$ cat src/rtl/voice_sequencer.sv
// Sample-rate scheduler for the tt6581 synth core: divides clk_i into sample ticks and
// time-multiplexes the shared voice datapath, then the filter, then the output latch.
module voice_sequencer #(
  parameter int CLK_DIV    = 1000,
  parameter int NUM_VOICES = 3,
  parameter int VSEL_W     = 2
) (
  input  logic              clk_i,
  input  logic              rst_ni,
  input  logic              enable_i,
  input  logic              voice_done_i,
  input  logic              filt_done_i,
  input  logic              ovr_clr_i,
  output logic              sample_tick_o,
  output logic [VSEL_W-1:0] voice_sel_o,
  output logic              voice_start_o,
  output logic              accum_clr_o,
  output logic              accum_en_o,
  output logic              filt_start_o,
  output logic              out_latch_o,
  output logic              busy_o,
  output logic              overrun_o
);

  localparam int                CNT_W    = $clog2(CLK_DIV);
  localparam logic [CNT_W-1:0]  CNT_LAST = CNT_W'(CLK_DIV - 1);
  localparam logic [VSEL_W-1:0] SEL_LAST = VSEL_W'(NUM_VOICES - 1);

  // IDLE wait tick | VREQ voice start | VWAIT voice done | FREQ filter start | FWAIT filter done | LATCH load output
  typedef enum logic [2:0] {
    S_IDLE, S_VREQ, S_VWAIT, S_FREQ, S_FWAIT, S_LATCH
  } state_t;

  state_t            state_q, state_d;
  logic [CNT_W-1:0]  cnt_q, cnt_d;
  logic              tick_q, tick_d;
  logic [VSEL_W-1:0] sel_q, sel_d;
  logic              ovr_q, ovr_d;

  // Tick is registered from the next count so it is high exactly while cnt_q == CLK_DIV-1.
  always_comb begin
    cnt_d = '0;
    if (enable_i) begin
      cnt_d = (cnt_q == CNT_LAST) ? '0 : cnt_q + CNT_W'(1);
    end
    tick_d = enable_i && (cnt_d == CNT_LAST);
  end

  always_comb begin
    state_d       = state_q;
    sel_d         = sel_q;
    voice_start_o = 1'b0;
    accum_clr_o   = 1'b0;
    accum_en_o    = 1'b0;
    filt_start_o  = 1'b0;
    out_latch_o   = 1'b0;
    case (state_q)
      S_IDLE: begin
        if (tick_q) begin
          state_d = S_VREQ;
          sel_d   = '0;
        end
      end
      S_VREQ: begin
        voice_start_o = 1'b1;
        accum_clr_o   = (sel_q == '0);
        state_d       = S_VWAIT;
      end
      S_VWAIT: begin
        accum_en_o = voice_done_i;
        if (voice_done_i) begin
          if (sel_q == SEL_LAST) begin
            state_d = S_FREQ;
          end else begin
            sel_d   = sel_q + VSEL_W'(1);
            state_d = S_VREQ;
          end
        end
      end
      S_FREQ: begin
        filt_start_o = 1'b1;
        state_d      = S_FWAIT;
      end
      S_FWAIT: begin
        if (filt_done_i) begin
          state_d = S_LATCH;
        end
      end
      S_LATCH: begin
        out_latch_o = 1'b1;
        sel_d       = '0;
        state_d     = S_IDLE;
      end
      default: begin
        sel_d   = '0;
        state_d = S_IDLE;
      end
    endcase
  end

  // A tick landing on a busy sequencer is dropped; the sticky flag records it and beats a clear.
  always_comb begin
    ovr_d = ovr_q;
    if (tick_q && (state_q != S_IDLE)) begin
      ovr_d = 1'b1;
    end else if (ovr_clr_i) begin
      ovr_d = 1'b0;
    end
  end

  always_ff @(posedge clk_i) begin
    if (!rst_ni) begin
      state_q <= S_IDLE;
      cnt_q   <= '0;
      tick_q  <= 1'b0;
      sel_q   <= '0;
      ovr_q   <= 1'b0;
    end else begin
      state_q <= state_d;
      cnt_q   <= cnt_d;
      tick_q  <= tick_d;
      sel_q   <= sel_d;
      ovr_q   <= ovr_d;
    end
  end

  assign sample_tick_o = tick_q;
  assign voice_sel_o   = sel_q;
  assign busy_o        = (state_q != S_IDLE);
  assign overrun_o     = ovr_q;

endmodule
$ cat config.mk
export PLATFORM = sky130hd
export DESIGN_NAME = voice_sequencer
export DESIGN_NICKNAME = d
export VERILOG_FILES = /design/src/rtl/voice_sequencer.sv
export SDC_FILE = /design/constraint.sdc
export NUM_CORES = 1
export LEC_CHECK = 0
export CAP_MARGIN = 20
export CORE_MARGIN = 5
export CORE_UTILIZATION = 41
export CTS_BUF_LIST = sky130_fd_sc_hd__clkbuf_4
export DETAILED_ROUTE_END_ITERATION = 6
export GPL_TIMING_DRIVEN = 0
export PLACE_DENSITY = 0.65
export SETUP_SLACK_MARGIN = 0.15
export SYNTH_ARGS = -nofsm -noshare
export SYNTH_HDL_FRONTEND = slang
export SYNTH_SLANG_ARGS = --single-unit
$ cat constraint.sdc
create_clock -name clk_i -period 4.08 [get_ports clk_i]
set_input_delay 0.408 -clock clk_i [delete_from_list [all_inputs] [get_ports clk_i]]
set_output_delay 0.408 -clock clk_i [all_outputs]
set_load 0.01 [all_outputs]
==> impl_summary.log <==
[metrics] result of the run: finished, final reports clean
[metrics] Post-synth ARST share: 0
[metrics] Worst Path Class, Setup: reg -> out
[metrics] Clock Pin Slew Worst Setup and Hold Paths: roughly 0.1 ns
[metrics] initial antenna violation count: 0
[metrics] share of cells above drive strength 1: 0.0744
[metrics] die area: 0.00310 mm^2
[metrics] vias per cell: between 5 and 6
[metrics] number of sinks driven by the clock tree: 17
[metrics] CP Max Fanout: 10
[metrics] DRC Markers: 0
[metrics] grt ovf: 0
[metrics] final-stage net count: around 130
[metrics] top area cells in the synthesized netlist: dfxtp_1, nor2_1, xnor2_1
[metrics] required time of the worst setup path: roughly 3.7 ns
[metrics] TritonCTS buffer count: 3
[metrics] commonest cells in the synthesized netlist: dfxtp_1, nor2_1, nand2_1, inv_1, nor3_1
[metrics] Top-Level Pins: 16
[metrics] Arr. time, crit path: about 1.9 ns
[metrics] Hold Path Class: reg -> reg
[metrics] Cell Rows: 16
[metrics] leading area contributor after synthesis: dfxtp_1
[metrics] number of resized instances in the post-cts repair step: 0
[metrics] antenna cell count: 0
[metrics] Mean Syn Cell Area: around 8.4 um^2
[metrics] hold-fix buffers at CTS: 0
[metrics] number of library cell types mapped by synthesis: 32
[metrics] H-tree depth reported by CTS: 1
[metrics] DIE HEIGHT: around 56 um
[metrics] achievable frequency: approximately 430 MHz
[metrics] most used flip-flop cell after synthesis: dfxtp_1
[metrics] clock latency on the worst-skew pair: ~0.29 ns
[metrics] cell area after technology mapping: 857 um^2
[metrics] overall power after layout: 268 uW
[metrics] post-CTS setup-driven buffer insertion count: 0
[metrics] number of synthesized flops with an enable pin: 0
[metrics] Routed wire per std cell: between 10 and 15 um
[metrics] sequential share of the synthesized area: 0.397
[metrics] power per standard cell area: between 200 and 300 mW/mm^2
[metrics] leakage: approximately 0.35 nW
[metrics] worst-margin pin slew: 0.452 ns
[metrics] vias in the first global route: ~700
[metrics] maximum number of pins on one net before global-route repair: 11
[metrics] final worst path period need: about 2.4 ns
[metrics] worst supply voltage drop on vdd: between 0.15 and 0.2 mV
[metrics] Syn Nets: between 100 and 150
[metrics] Via Count: ~760
[metrics] Buffers on Ports: 15
[metrics] initial detailed-routing violation count: 6
[metrics] GRT Util Overall: 0.121
[metrics] setup repair after global routing missed its margin: false
[metrics] gate count after technology mapping: slightly above 100
[metrics] Final ANT Viol Nets: 0
[metrics] Setup Skew: 0.00532 ns
[metrics] post-synth top area share: 0.397
[metrics] non-filler cells, final: about 150
[metrics] most used standard cell by instance count after synthesis: dfxtp_1
[metrics] share of the cycle needed by the critical path after routing: 0.576
[metrics] HPWL reported at the end of detailed placement: approximately 1.3 mm
[metrics] largest buffer count on any clock path: 2
[metrics] wire length of the first global-routing pass: 3.10 mm
[metrics] accumulated negative setup slack: 0 ns
[metrics] gp weighted congestion: between 0.7 and 0.8
[metrics] number of max-cap violations: 0
[metrics] Pre-Repair DR Iteration Count: 3
[metrics] WL final: between 1.5 and 2 mm
[metrics] final hold viol count: 0
[metrics] yosys synthesis warning count: 0
[metrics] root cell of the clock tree: clkbuf_4
[metrics] post-synthesis to final-layout area growth: 24.7%
[metrics] Die Width: about 56 um
[metrics] endpoint kind of the worst setup timing path: output pin
[metrics] number of flip-flops and latches in the synthesized netlist: 17
[metrics] Slew Viols, Final: 0
[metrics] startpoint class of the critical path: flip-flop
[metrics] Core Region: just under 0.002 mm^2
[metrics] Slew headroom: 0.695
[metrics] Placed Cells: 144
[metrics] final core utilization: 0.539
[metrics] clock tree from TritonCTS: built
[metrics] Final setup viols: 0
[metrics] starting density of the core: 0.432
metrics by stage:
stage	setup WS, ns	instance area [um^2]	hold slack [ns]
4_1_cts	1.69	1070	0.486
6_report	1.73	1070	0.481
2_1_floorplan	2.47	857	0.436
5_1_grt	1.59	1070	0.514
3_3_place_gp	1.99	1040	0.459
3_5_place_dp	1.99	1040	0.463
report_power, final:
part           total [mW]  internal (mW)  switching [mW]  leakage [nW]
Clock              0.0882         0.0365          0.0518        0.0177
Combinational      0.0116        0.00616         0.00545         0.195
Sequential          0.168          0.167        0.000943         0.137
path summary, 6_finish.rpt:
| check | start | depth (start not counted) | endpoint | slack, ns |
|---|---|---|---|---|
| worst max-delay path | state_q[0]$_SDFFE_PN0P_ | 4 | accum_clr_o | 1.73 |
| worst max register to register | cnt_q[0]$_SDFF_PN0_ | 5 | sample_tick_o$_SDFF_PN0_ | 2.42 |
| worst min-delay path | cnt_q[0]$_SDFF_PN0_ | 1 | cnt_q[0]$_SDFF_PN0_ | 0.48 |
| worst min register to register | cnt_q[0]$_SDFF_PN0_ | 1 | cnt_q[0]$_SDFF_PN0_ | 0.48 |
cell families after synthesis:
group	count (synthesis)	share of synthesized area
AOI/OAI and AO/OA	14	0.102
xor gates and xnor gates	7	0.0715
and+or+nand+nor	53	0.350
buffers and inverters	8	0.0350
DFF	17	0.397
adders and majority gates	3	0.0438
routing by layer:
metal	part of all wire	global-route usage	wire length, um
met5	0	0	0
met3	0.054	0.0348	88
met2	0.46	0.198	759
met1	0.47	0.148	769
met4	0.013	0.0521	21
area by class of cell:
type / instances / area, um^2
multi-input combinational: 77 / 487
tap: 27 / 33.8
clock inverter: 1 / 5.00
clock buffer: 3 / 22.5
fill: 193 / 913
inverter: 6 / 22.5
buffer: 2 / 7.51
timing repair buffer: 15 / 150
sequential: 17 / 340
critical path, stage by stage (launching register included):
cell,delay (ns)
dfxtp_1,0.38
clkbuf_1,0.31
nor3b_1,0.28
and2_1,0.15
clkdlybuf4s50_1,0.53
cells in the final DEF, fill, tap and decap left out, drive strengths merged, types with 2 or more instances in the layout:
master         count
clkbuf             5
a211oi             2
nand3              5
xor2               2
or3                2
a21oi              5
nor4b              2
o21ai              2
xnor2              5
nand4              3
nand2b             2
nor3b              2
nor3               6
nor2              16
clkdlybuf4s50     15
nand2              8
nor2b              2
inv                6
dfxtp             17
a31oi              2
ha                 3
sequential cells by signal, summed over array words and instances, names as in the netlist:
register / count
state_q: 3
sample_tick_o: 1
cnt_q: 10
overrun_o: 1
voice_sel_o: 2
Power figures use the tool's default switching activity.
